### src/rtl/pipe_stage_reg.sv
// Elastic pipeline register with a 2-entry skid buffer, flush and bubble output.
// Optional perf counters (stall_cnt, bubble_cnt) enabled by defining PIPE_PERF_CNT_EN.
module pipe_stage_reg #(
  parameter int          DATA_W = 64,
  parameter logic [63:0] BUBBLE = 64'h13,
  parameter int          CNT_W  = 32
) (
  input  logic              clk,
  input  logic              rst,
  input  logic              flush,
  input  logic              in_valid,
  output logic              in_ready,
  input  logic [DATA_W-1:0] in_data,
  output logic              out_valid,
  input  logic              out_ready,
  output logic [DATA_W-1:0] out_data,
  output logic [1:0]        occupancy
`ifdef PIPE_PERF_CNT_EN
  ,
  output logic [CNT_W-1:0]  stall_cnt,
  output logic [CNT_W-1:0]  bubble_cnt
`endif
);

  localparam logic [DATA_W-1:0] BUBBLE_V = DATA_W'(BUBBLE);

  typedef enum logic [1:0] {
    EMPTY = 2'd0,
    BUSY  = 2'd1,
    FULL  = 2'd2
  } state_t;

  state_t            state, state_nxt;
  logic [DATA_W-1:0] main_q, skid_q;
  logic              load_main_in, load_main_skid, load_skid;
  logic              in_fire, out_fire;

  // Flags depend only on the state register, so in_ready never sees out_ready.
  assign in_ready  = (state != FULL);
  assign out_valid = (state != EMPTY);
  assign occupancy = state;
  assign out_data  = out_valid ? main_q : BUBBLE_V;
  assign in_fire   = in_valid & in_ready;
  assign out_fire  = out_valid & out_ready;

  always_comb begin
    state_nxt      = state;
    load_main_in   = 1'b0;
    load_main_skid = 1'b0;
    load_skid      = 1'b0;
    unique case (state)
      EMPTY: begin
        if (in_fire) begin
          load_main_in = 1'b1;
          state_nxt    = BUSY;
        end
      end
      BUSY: begin
        if (in_fire && out_fire) begin
          load_main_in = 1'b1;
        end else if (in_fire) begin
          load_skid = 1'b1;
          state_nxt = FULL;
        end else if (out_fire) begin
          state_nxt = EMPTY;
        end
      end
      FULL: begin
        if (out_fire) begin
          load_main_skid = 1'b1;
          state_nxt      = BUSY;
        end
      end
      default: state_nxt = EMPTY;
    endcase
    // A flush discards any handshake in the same cycle.
    if (flush) begin
      state_nxt      = EMPTY;
      load_main_in   = 1'b0;
      load_main_skid = 1'b0;
      load_skid      = 1'b0;
    end
  end

  always_ff @(posedge clk) begin
    if (rst) begin
      state  <= EMPTY;
      main_q <= BUBBLE_V;
      skid_q <= BUBBLE_V;
    end else begin
      state <= state_nxt;
      if (load_main_in)   main_q <= in_data;
      if (load_main_skid) main_q <= skid_q;
      if (load_skid)      skid_q <= in_data;
    end
  end

`ifdef PIPE_PERF_CNT_EN
  // Counters saturate and survive flush; only rst clears them.
  always_ff @(posedge clk) begin
    if (rst) begin
      stall_cnt  <= '0;
      bubble_cnt <= '0;
    end else begin
      if (out_valid && !out_ready && (stall_cnt != {CNT_W{1'b1}}))
        stall_cnt <= stall_cnt + CNT_W'(1);
      if (!out_valid && (bubble_cnt != {CNT_W{1'b1}}))
        bubble_cnt <= bubble_cnt + CNT_W'(1);
    end
  end
`endif

endmodule
### config.mk
export PLATFORM = sky130hd
export DESIGN_NAME = pipe_stage_reg
export DESIGN_NICKNAME = d
export VERILOG_FILES = /design/src/rtl/pipe_stage_reg.sv
export SDC_FILE = /design/constraint.sdc
export NUM_CORES = 1
export LEC_CHECK = 0
export ABC_AREA = 1
export BUFFER_PORTS_ARGS = -buffer_cell sky130_fd_sc_hd__buf_4
export CAP_MARGIN = 20
export CORE_ASPECT_RATIO = 0.8
export CORE_MARGIN = 3
export CORE_UTILIZATION = 44
export CTS_BUF_LIST = sky130_fd_sc_hd__clkbuf_16
export CTS_CLUSTER_SIZE = 24
export DETAILED_ROUTE_END_ITERATION = 10
export GPL_TIMING_DRIVEN = 0
export PLACE_DENSITY = 0.74
export SYNTH_ARGS = -nofsm -noshare
export SYNTH_HDL_FRONTEND = slang
export SYNTH_SLANG_ARGS = --single-unit
### constraint.sdc
create_clock -name clk -period 3.4 [get_ports clk]
set_input_delay 0.17 -clock clk [delete_from_list [all_inputs] [get_ports clk]]
set_output_delay 0.17 -clock clk [all_outputs]
set_load 0.005 [all_outputs]
# Word level (Yosys, flattened, before mapping)
# Cells that the tools add are included.
dict set report word_totals {
  regBits 130
  latch_bits 0
  ram_bits 0
  rom_bits 0
  inputBits 69
  word_cells 37
  mem_count 0
}
dict set report op_classes {
  add_sub_neg 0
  n_mul 0
  n_div 0
  n_lt_le_gt_ge 0
  n_eq_ne 7
  n_shift 0
  muxes 19
  bitwise_logic 2
  reduce_logical 6
}
# op count
set op_table {}
lappend op_table {{2-to-1 mux 64 bit} 3}
lappend op_table {{2-to-1 mux 2 bit} 5}
lappend op_table {{2-to-1 mux 1 bit} 9}
lappend op_table {{!= test 2 bit (second input constant)} 4}
lappend op_table {{one-hot mux 2 bit (3 select lines)} 1}
lappend op_table {{AND reduction 4 bit} 1}
lappend op_table {{nonzero test 2 bit} 2}
lappend op_table {{!= test 3 bit (second input constant)} 1}
lappend op_table {{AND 1 bit} 2}
lappend op_table {{equality test 2 x 1 -> 1 bit (second input constant)} 1}
lappend op_table {{equality test 2 bit (second input constant)} 1}
lappend op_table {{zero test 2 bit} 1}
lappend op_table {{one-hot mux 1 bit (2 select lines)} 1}
lappend op_table {{OR reduction 2 bit} 1}
lappend op_table {{logical AND 1 bit} 1}

# Logic depth before layout (Yosys ltp)
# Gate-level depths: netlist of run 1.
dict set report depth {
  ltp_word 8
  mapped_depth 9
  mapped_depth_nobuf 7
}

# Least setup slack after synthesis of run 1
# Ideal clock, no wire load.
dict set report synth_path {
  path_type {register -> output}
  start {reg state[0], in the netlist occupancy[0]}
  end {out out_data[0]}
  arrival_ns 1.091
  path_slack_ns 2.139
  path_stages_with_launch 6
  path_cell_list {dfxtp_1 > inv_1 > nand2_1 > inv_1 > buf_2 > or2_2}
}
dict set report synth_via {
  elab_chain_cells 2
}
# element line
set synth_lines {}
lappend synth_lines {{start, declared} 33} ;# state_t state, state_nxt;
lappend synth_lines {{start signal, assigned} 91} ;# state <= state_nxt;
lappend synth_lines {{nonzero test 2 bit} 40} ;# assign out_valid = (state != EMPTY);
lappend synth_lines {{net out_valid} 14} ;# output logic out_valid,
lappend synth_lines {{2-to-1 mux 64 bit} 42} ;# assign out_data = out_valid ? main_q : BUBBLE_V;
lappend synth_lines {{end, declared} 16} ;# output logic [DATA_W-1:0] out_data,
# The timed path passes the listed nets, and every way through them passes these cells.

# Worst setup path in the final report of run 1
dict set report layout_path {
  start {reg state[0], in the netlist occupancy[0]}
  end {out out_data[40]}
}
dict set report layout_via {
  elab_chain_cells 2
}
# element line
set layout_lines {}
lappend layout_lines {{nonzero test 2 bit} 40}
lappend layout_lines {{2-to-1 mux 64 bit} 42}
# Every way passes these cells.

==> impl_metrics.tcl, run 1 <==
set metrics [dict create \
    ir_drop_mv 0.3342 \
    chipWidth_um 139.1 \
    cts_root_buffer "clkbuf_16" \
    place_inst 1310 \
    setup.worst_path.end "out_data[40]" \
    synthDistinctLibCells 18 \
    yosysWarnings 0 \
    power_per_cell_area_nw_per_um2 467.8 \
    path_class "flip-flop to output pin" \
    grt_overflow 0 \
    cp.required_ps 3230 \
    finalHoldViolCount 0 \
    critPathLaunch "occupancy[0]$_SDFFE_PP0P_" \
    clockBufferDepth 2 \
    ys_seq_area_share_pct 41.74 \
    slew_violations 0 \
    cts_made_buffers 17 \
    finalCriticalPeriod_ps 2096 \
    clk_pin_slew_worst_paths_ps 60 \
    syn_avg_cell_area_um2 6.272 \
    die_h_um 112.5 \
    cts_tree "yes" \
    r2r_start "occupancy[1]$_SDFFE_PP0P_" \
    routedWlPerCell_um 13.03 \
    vias 6430 \
    path_cells "inv_1, nand2_1, inv_1, buf_2, buf_2, nor2_1, buf_4" \
    gr-usage-all-layers_pct 22.19 \
    place.gp.congestion 0.8394 \
    ant_nets 0 \
    fmax_mhz 477.1 \
    cts_sinks 130 \
    tightest_slew_ps 497.7 \
    syn_nets 1063 \
    drc 0 \
    setup_viol 0 \
    drtIter0Drc 528 \
    critPathArrivalTime_ps 1930 \
    rsz0062_at_grt "false" \
    period_share_pct 61.65 \
    drive_above_1_share_pct 19.23 \
    crit_fanout 10 \
    holdWs_ps 20.99 \
    finalNonFillerCells 1345 \
    io_buffer_count 136 \
    dp_hpwl_um 12390 \
    core_area_um2 13690 \
    grt_max_degree 17 \
    final_nets 1221 \
    ys_seq_elements 130 \
    status "complete, no violations" \
    row_count 38 \
    syn2layout_area_growth_pct 29.32 \
    worstPathBufferInverterCount 5 \
    start_kind "flip-flop" \
    leakage_nw 3.955 \
    antenna_found_initial 0 \
    clock_skew_ps 5.287 \
    reg2reg_depth 7 \
    n_antenna_cell 0 \
    hold_class "input pin to flip-flop" \
    fin_setup_tns_ps 0 \
    h-tree-depth 4 \
    critPathSlowestCell "dfxtp_1" \
    netlist_area_um2 6235 \
    insertion_delay_ps 410 \
    crit_family "buffers and inverters" \
    grt_pass1_vias 5755 \
    io_pins 137 \
    critPathCaptureType "output pin" \
    totalWireLength_um 17520 \
    cap_violations 0 \
    syn_inst 994 \
    worstSetupPathDepth 7 \
    grt_first_pass_wirelength_um 28370 \
    die_area_um2 15640 \
    vias_per_cell 4.781 \
    initial_utilization_pct 45.53 \
    rrSetupSlack_ps 1830 \
    placed_area_um2 7481 \
    finalInstanceArea_um2 8063 \
    slew_headroom_pct 66.82 \
    regToRegEndpoint "skid_q[48]$_SDFFE_PP0P_" \
    max_stage_delay_ps 460 \
    first_pass_iters 5 \
]
[stage by stage]
| step | util [%] | worst slack [ps] | power [W] |
|---|---|---|---|
| 6_report | 58.88 | 1304 | 0.003771 |
| 5_1_grt | 58.88 | 1177 | 0.003907 |
| 4_1_cts | 58.88 | 1279 | 0.003778 |
| 3_5_place_dp | 54.63 | 1720 | 0.002074 |
| 3_3_place_gp | 54.63 | 1737 | 0.002068 |
| 2_1_floorplan | - | 2139 | 0.001903 |
[power breakdown]
group	switching [W]	leakage, nW	internal (W)
Sequential	0.0000190	1.06	0.00159
Combinational	0.000254	2.62	0.000184
Clock	0.000667	0.273	0.00106
[repair_timing]
item,CTS,global route
hold endpoints to repair,3,0
gates resized for setup,0,0
endpoints found under the setup margin,0,0
buffers inserted,0,0
hold buffers,3,0
[synth_stat cells]
| cell type | number | area share (%) |
|---|---|---|
| buf_4 | 16 | 1.9 |
| clkbuf_1 | 18 | 1.1 |
| inv_1 | 66 | 4.0 |
| a21oi_1 | 2 | 0.16 |
| dfxtp_1 | 130 | 42 |
| nand3_1 | 136 | 11 |
| nor2_4 | 1 | 0.18 |
| nor2_1 | 311 | 19 |
| buf_2 | 36 | 2.9 |
| o21ai_0 | 61 | 4.9 |
| clkinv_2 | 1 | 0.080 |
| or2_2 | 3 | 0.30 |
| inv_2 | 2 | 0.12 |
| nor3_1 | 1 | 0.080 |
| buf_1 | 3 | 0.18 |
| buf_6 | 2 | 0.36 |
| nand4_1 | 1 | 0.10 |
| nand2_1 | 204 | 12 |
[final cells by class]
type	count	area, um2
plain buffers	75	401.6
clock inverters	15	126.4
clock buffers	17	425.4
inverters	69	260.3
flip-flops and latches	130	2603
well taps	180	225.2
fillers	1383	5630
repair buffers	139	1051
multi-input cells	720	2970
[flip-flops by register name, indices dropped and copies added (netlist names)]
name	count
main_q	64
occupancy	2
skid_q	64
[logic make-up after synthesis]
kind of cell           count (synthesis)  synth area share [%]
DFF                                  130                 41.74
AOI/OAI and AO/OA                     63                 5.057
and+or+nand+nor                      657                 42.58
buffers and inverters                144                 10.62
[how the worst min path moves through the flow]
| stage | start | to | slack (ps) | cells past startpoint |
|---|---|---|---|---|
| 6_report | in_data[33] | skid_q[33]$_SDFFE_PP0P_ | 20 | 3 |
| 5_1_grt | in_data[42] | skid_q[42]$_SDFFE_PP0P_ | 20 | 3 |
| 4_1_cts | in_data[52] | skid_q[52]$_SDFFE_PP0P_ | 10 | 3 |
| 3_5_place_dp | in_data[0] | skid_q[0]$_SDFFE_PP1P_ | 390 | 3 |
| 3_3_place_gp | in_data[4] | skid_q[4]$_SDFFE_PP1P_ | 380 | 3 |
| 2_1_floorplan | in_data[0] | skid_q[0]$_SDFFE_PP1P_ | 280 | 2 |
[per-layer routing]
| metal | track usage [%] | vias up | wire (um) |
|---|---|---|---|
| met1 | 31.89 | 2816 | 8507 |
| met3 | 4.557 | 17 | 1154 |
| met2 | 33.87 | 203 | 7647 |
| met5 | 0 | - | 0 |
| li1 | - | 3394 | - |
| met4 | 6.519 | 0 | 215 |
[worst register-to-register path, cell delays in order (launching register included)]
cell,delay [ps]
dfxtp_1,420
nor2_1,90
nand4_1,100
buf_4,210
clkinv_2,230
buf_4,260
nor2_1,110
nor2_1,50
[layout by cell type (no fill, tap or decap)]
cell and n:
clkinv_2 6, o21ai_0 61, inv_1 68, inv_2 2, clkbuf_16 17, buf_4 152
clkbuf_1 18, dlygate4sd3_1 3, a21oi_1 2, nand2_1 204, nand4_1 1, or2_2 3
clkinv_1 3, nor3_1 1, buf_1 3, buf_6 2, buf_2 36, nor2_4 1
nor2_1 311, nand3_1 136, dfxtp_1 130, clkinvlp_4 3, bufinv_16 2
(Power assumes the default switching activity.)
==> run 2: changes to the inputs <==
ABC_AREA = 0   (was 1)
clock period = 2.1 ns   (was 3.4 ns; I/O delays follow)
==> run 2 against run 1 <==
Synthesized cell count shrank 33%. Utilization grew 5.1 points. Area after synthesis grew 1.0%. Cell count shrank 20%. Clock skew grew 7.1 ps. Non-clock buffer count grew 49. Largest power group unchanged.
==> impl_metrics.tcl, run 2 <==
set metrics [dict create \
    slew_violations 0 \
    first_pass_iters 5 \
    regToRegEndpoint "main_q[22]$_SDFFE_PP0P_" \
    path_class "flip-flop to output pin" \
    antenna_found_initial 0 \
    rrSetupSlack_ps 210 \
    synth_top_area_share_pct 41.33 \
    fmax_mhz 494.8 \
    async_flop_share_pct 0 \
    worstPathBufferInverterCount 4 \
    final_core_util_pct 63.99 \
    cts_root_buffer "clkbuf_16" \
    cts_sinks 130 \
    syn_inst 668 \
    cts_tree "yes" \
    slew_headroom_pct 46.03 \
    status "complete, no violations" \
    period_share_pct 96.24 \
    fin_setup_tns_ps 0 \
    grt_first_pass_wirelength_um 28430 \
    die_h_um 113 \
    place_inst 982 \
    total_power_w 0.006453 \
    path_cells "buf_2, nor2_1, clkbuf_2, clkbuf_4, nor2b_1, buf_4" \
    synth-main-ff-cell "dfxtp_1" \
    placed_area_um2 7528 \
    io_pins 137 \
    n_antenna_cell 0 \
    row_count 38 \
    chipWidth_um 139.8 \
    syn_nets 737 \
    layout_commonest_cell "buf_4" \
    synth_edf_count 0 \
    synth_common_cells "130 x dfxtp_1, 130 x nand2_1, 66 x nor2b_1, 65 x a21oi_1, 63 x nor2_1" \
    clockBufferDepth 2 \
    ys_seq_elements 130 \
    synthDistinctLibCells 28 \
    cap_violations 0 \
    critPathCaptureType "output pin" \
    yosysWarnings 0 \
    initial_utilization_pct 45.67 \
    cts_made_buffers 17 \
    clock_skew_ps 12.43 \
    ant_nets 0 \
    io_buffer_count 134 \
    crit_family "buffers and inverters" \
    ir_drop_mv 0.5701 \
    finalCriticalPeriod_ps 2021 \
    cp.required_ps 2000 \
    finalHoldViolCount 0 \
    syn2layout_area_growth_pct 40.12 \
    reg2reg_depth 7 \
    max_stage_delay_ps 320 \
    start_kind "flip-flop" \
    grt_overflow 0 \
    grtUsageMet1_pct 31.22 \
    h-tree-depth 4 \
    drc 0 \
    syn_avg_cell_area_um2 9.427 \
    critPathLaunch "occupancy[1]$_SDFFE_PP0P_" \
    insertion_delay_ps 410 \
    final_nets 956 \
    netlist_area_um2 6297 \
    critPathSlowestCell "dfxtp_1" \
    grt_max_degree 17 \
    clk_pin_slew_worst_paths_ps 60 \
    met2_usage_pct 34.96 \
    ys_seq_area_share_pct 41.33 \
    finalInstanceArea_um2 8823 \
    vias_per_cell 5.173 \
    grt_busiest_layer "met2" \
    vias 5587 \
    grt_pass1_vias 5416 \
    gr-usage-all-layers_pct 22.44 \
    finalNonFillerCells 1080 \
    critPathArrivalTime_ps 1920 \
    grt_use_met3_pct 5.239 \
    layout_common_cells "140 x buf_4, 130 x nand2_1, 129 x dfxtp_1" \
    crit_fanout 10 \
    die_area_um2 15790 \
    leakage_nw 3.237 \
    tightest_slew_ps 809.6 \
    setup.worst_path.end "out_data[38]" \
    drive_above_1_share_pct 31.22 \
    setup_viol 0 \
    core_area_um2 13790 \
    rsz0062_at_grt "false" \
    synth_largest_area_cell "dfxtp_1" \
    totalWireLength_um 17760 \
    dp_hpwl_um 11780 \
    routedWlPerCell_um 16.44 \
    r2r_start "occupancy[1]$_SDFFE_PP0P_" \
    synthTopCellsByArea "dfxtp_1 41%, a221oi_2 15%, mux2i_1 9.7%" \
    postCtsSetupBuffers 0 \
    hold_class "input pin to flip-flop" \
    worstSetupPathDepth 6 \
    drtIter0Drc 310 \
    power_per_cell_area_nw_per_um2 731.4 \
    place.gp.congestion 0.7582 \
]
-- run 2: where the power goes --
part           total [W]  switching, W  internal [W]
sequential       0.00262     0.0000520       0.00257
clock            0.00308       0.00110       0.00198
combinational   0.000752      0.000372      0.000380
total            0.00645       0.00153       0.00492
-- run 2: through the flow --
stage / hold WS [ps] / worst slack (ps)
after floorplan: 196.5 / 531.3
after global placement: 327.4 / 42.83
after detailed placement: 331.3 / 65.08
after CTS: 48.97 / 34.99
after global routing: 73.27 / 3.588
final: 81.46 / 79.01
-- run 2: timing repair --
| item | 4_1_cts | 5_1_grt |
|---|---|---|
| hold buffers | 66 | 0 |
| hold endpoints to repair | 65 | 0 |
| cloned | 0 | 0 |
| setup endpoints to repair | 50 | 24 |
| pin swaps | 0 | 0 |
| gates resized for setup | 5 | 7 |
-- run 2: worst reg2reg max path, stage by stage (launching register included) --
cell and delay [ps]:
dfxtp_1 320, buf_2 210, nor4bb_4 270, buf_6 260, buf_8 200, buf_4 190
nor2_1 90, a221oi_2 250
-- run 2: kinds of logic (layout without fill, tap and decap cells) --
kind of cell / after synthesis / after routing / synth area share, %
AO/OA/AOI/OAI: 137 / 137 / 21.06
buffers and inverters: 66 / 298 / 7.987
flip-flops: 130 / 130 / 41.33
multiplexers: 61 / 61 / 9.696
AND/OR/NAND/NOR: 274 / 274 / 19.93
-- run 2: routing by layer --
layer  share of wire [%]  wire, um  vias up
met5                   0         0        -
li1                    -         -     2762
met3                 5.4       956       18
met4                 1.2       206        0
met1                  48      8527     2629
met2                  45      8070      178
-- run 2: cell type report --
class,instances,area (um2)
multi-input cells,472,3197
clock buffers,17,425.4
inverters,3,11.26
flip-flops and latches,130,2604
repair buffers,200,1667
clock inverters,15,192.7
well taps,180,225.2
plain buffers,63,501.7
fillers,1114,4965
-- run 2: how the worst min path moves through the flow --
stage / from / endpoint / slack [ps] / cells after the start
after detailed placement: in_data[4] / skid_q[4]$_SDFFE_PP1P_ / 330 / 3
after global routing: flush / main_q[0]$_SDFFE_PP1P_ / 70 / 3
final: flush / main_q[0]$_SDFFE_PP1P_ / 80 / 3
after CTS: flush / main_q[0]$_SDFFE_PP1P_ / 50 / 3
after floorplan: out_ready / occupancy[1]$_SDFFE_PP0P_ / 200 / 1
after global placement: in_data[4] / skid_q[4]$_SDFFE_PP1P_ / 330 / 3
==> run 3: changes to the inputs <==
CORE_UTILIZATION = 43   (was 44)
PLACE_DENSITY = 0.73   (was 0.74)
==> run 3 against run 2 <==
Flip-flop and latch count is the same. Hold slack lost 18 ps. Combinational power is essentially flat. Fmax grew 0.77%. Utilization shrank 1.0 points. Worst setup slack gained 15 ps. Critical endpoint unchanged.
==> impl_metrics.tcl, run 3 (synthesis results as in run 2) <==
set metrics [dict create \
    hold_class "input pin to flip-flop" \
    die_area_um2 16140 \
    finalCriticalPeriod_ps 2006 \
    holdWs_ps 63.78 \
    vias 5539 \
    totalWireLength_um 17670 \
    n_antenna_cell 0 \
    grt_pass1_vias 5469 \
    place_inst 982 \
    layout_common_cells "140 x buf_4, 130 x nand2_1, 130 x dfxtp_1" \
    cts_made_buffers 17 \
    leakage_nw 3.214 \
    insertion_delay_ps 410 \
    die_h_um 114.2 \
    io_pins 137 \
    multi_input_area_um2 3193 \
    layout_commonest_cell "buf_4" \
    clockBufferDepth 2 \
    worstSetupPathDepth 6 \
    total_power_w 0.006197 \
    drive_above_1_share_pct 31.22 \
    finalNonFillerCells 1080 \
    finalHoldViolCount 0 \
    row_count 38 \
    drc 0 \
    seq_area_um2 2603 \
    vias_per_cell 5.129 \
    antenna_found_initial 0 \
    critPathCaptureType "output pin" \
    initial_utilization_pct 45.20 \
    crit_family "buffers and inverters" \
    grt_max_degree 17 \
    path_cells "buf_2, nor2_1, clkbuf_2, clkbuf_4, nor2b_1, buf_4" \
    clock_skew_ps 6.887 \
    cts_sinks 130 \
    core_area_um2 13930 \
    path_class "flip-flop to output pin" \
    tightest_slew_ps 783.5 \
    status "complete, no violations" \
    postCtsSetupBuffers 0 \
    grt_first_pass_wirelength_um 28560 \
    cts_tree "yes" \
    cp.required_ps 2000 \
    final_nets 956 \
    slew_headroom_pct 47.77 \
    slew_violations 0 \
    whs_path_depth 3 \
    syn2layout_area_growth_pct 39.26 \
    first_pass_iters 7 \
    drtIter0Drc 336 \
    cap_violations 0 \
    nFillCells 1144 \
    reg2reg_depth 6 \
    dp_hpwl_um 11680 \
    ant_nets 0 \
    fmax_mhz 498.6 \
    cts_root_buffer "clkbuf_16" \
    setup_viol 0 \
    place.gp.congestion 0.7846 \
    final_core_util_pct 62.95 \
    worstPathBufferInverterCount 4 \
    period_share_pct 95.50 \
    gr-usage-all-layers_pct 22.24 \
    grt_overflow 0 \
    routedWlPerCell_um 16.36 \
    power_per_cell_area_nw_per_um2 706.7 \
    clk_pin_slew_worst_paths_ps 60 \
    max_stage_delay_ps 330 \
    rsz0062_at_grt "true" \
    setup_slack_ps 94.44 \
    critPathSlowestCell "dfxtp_1" \
    h-tree-depth 4 \
    critPathArrivalTime_ps 1900 \
    ir_drop_mv 0.5435 \
    start_kind "flip-flop" \
    chipWidth_um 141.3 \
    dp_slack_ps 31.13 \
    crit_fanout 10 \
    io_buffer_count 134 \
]
## run 3: cell count changes in the layout (fill, tap and decap cells not counted)
cell and delta:
a2111oi_1 +1, nor2_4 -1, inv_1 -1, nor2_2 +1, dfxtp_2 -1, clkinv_2 +3, a2111oi_0 -1, bufinv_16 -2
dfxtp_1 +1
## run 3: worst min-delay path, stage by stage
cell       delay (ps)
buf_6             130
a2111oi_0          70
o21ai_0           120
## run 3: through the flow
stage	TNS (ps)	area [um2]
floorplan	0	6297
global placement	0	7528
detailed placement	0	7528
CTS	0	8765
global route	-13.15	8770
finish	0	8770
## run 3: worst paths after layout
| check | from | endpoint | slack [ps] |
|---|---|---|---|
| setup / recovery | occupancy[1]$_SDFFE_PP0P_ | out_data[38] | 90 |
| hold / removal | flush | main_q[4]$_SDFFE_PP1P_ | 60 |
| setup reg to reg | occupancy[1]$_SDFFE_PP0P_ | main_q[47]$_SDFFE_PP0P_ | 110 |
| hold reg to reg | skid_q[37]$_SDFFE_PP0P_ | skid_q[37]$_SDFFE_PP0P_ | 450 |
## run 3: repair_timing
| action | 4_1_cts | 5_1_grt |
|---|---|---|
| endpoints found under the setup margin | 50 | 27 |
| endpoints found under the hold margin | 65 | 0 |
| hold buffers | 66 | 0 |
| resized for setup | 5 | 6 |
## run 3: layout make-up
| cell class | count | share of cell area (%) |
|---|---|---|
| Multi-Input combinational cell | 472 | 36.41 |
| Sequential cell | 130 | 29.68 |
| Timing Repair Buffer | 200 | 19.00 |
| Buffer | 63 | 5.721 |
| Clock buffer | 17 | 4.851 |
| Tap cell | 180 | 2.568 |
| Clock inverter | 15 | 1.641 |
| Inverter | 3 | 0.1284 |
## run 3: metal layers
layer / GRT usage [%] / up-vias / share of wire [%]
li1: - / 2757 / -
met4: 6.972 / 0 / 1.6
met2: 34.08 / 159 / 45
met5: 0 / - / 0
met1: 31.48 / 2599 / 48
met3: 4.635 / 24 / 5.8
## run 3: power by group
group / leakage, nW / total (W) / switching (W) / internal, W
combinational: 1.87 / 0.000753 / 0.000374 / 0.000380
sequential: 1.06 / 0.00262 / 0.0000500 / 0.00257
clock: 0.280 / 0.00283 / 0.00109 / 0.00173
total: 3.21 / 0.00620 / 0.00152 / 0.00468
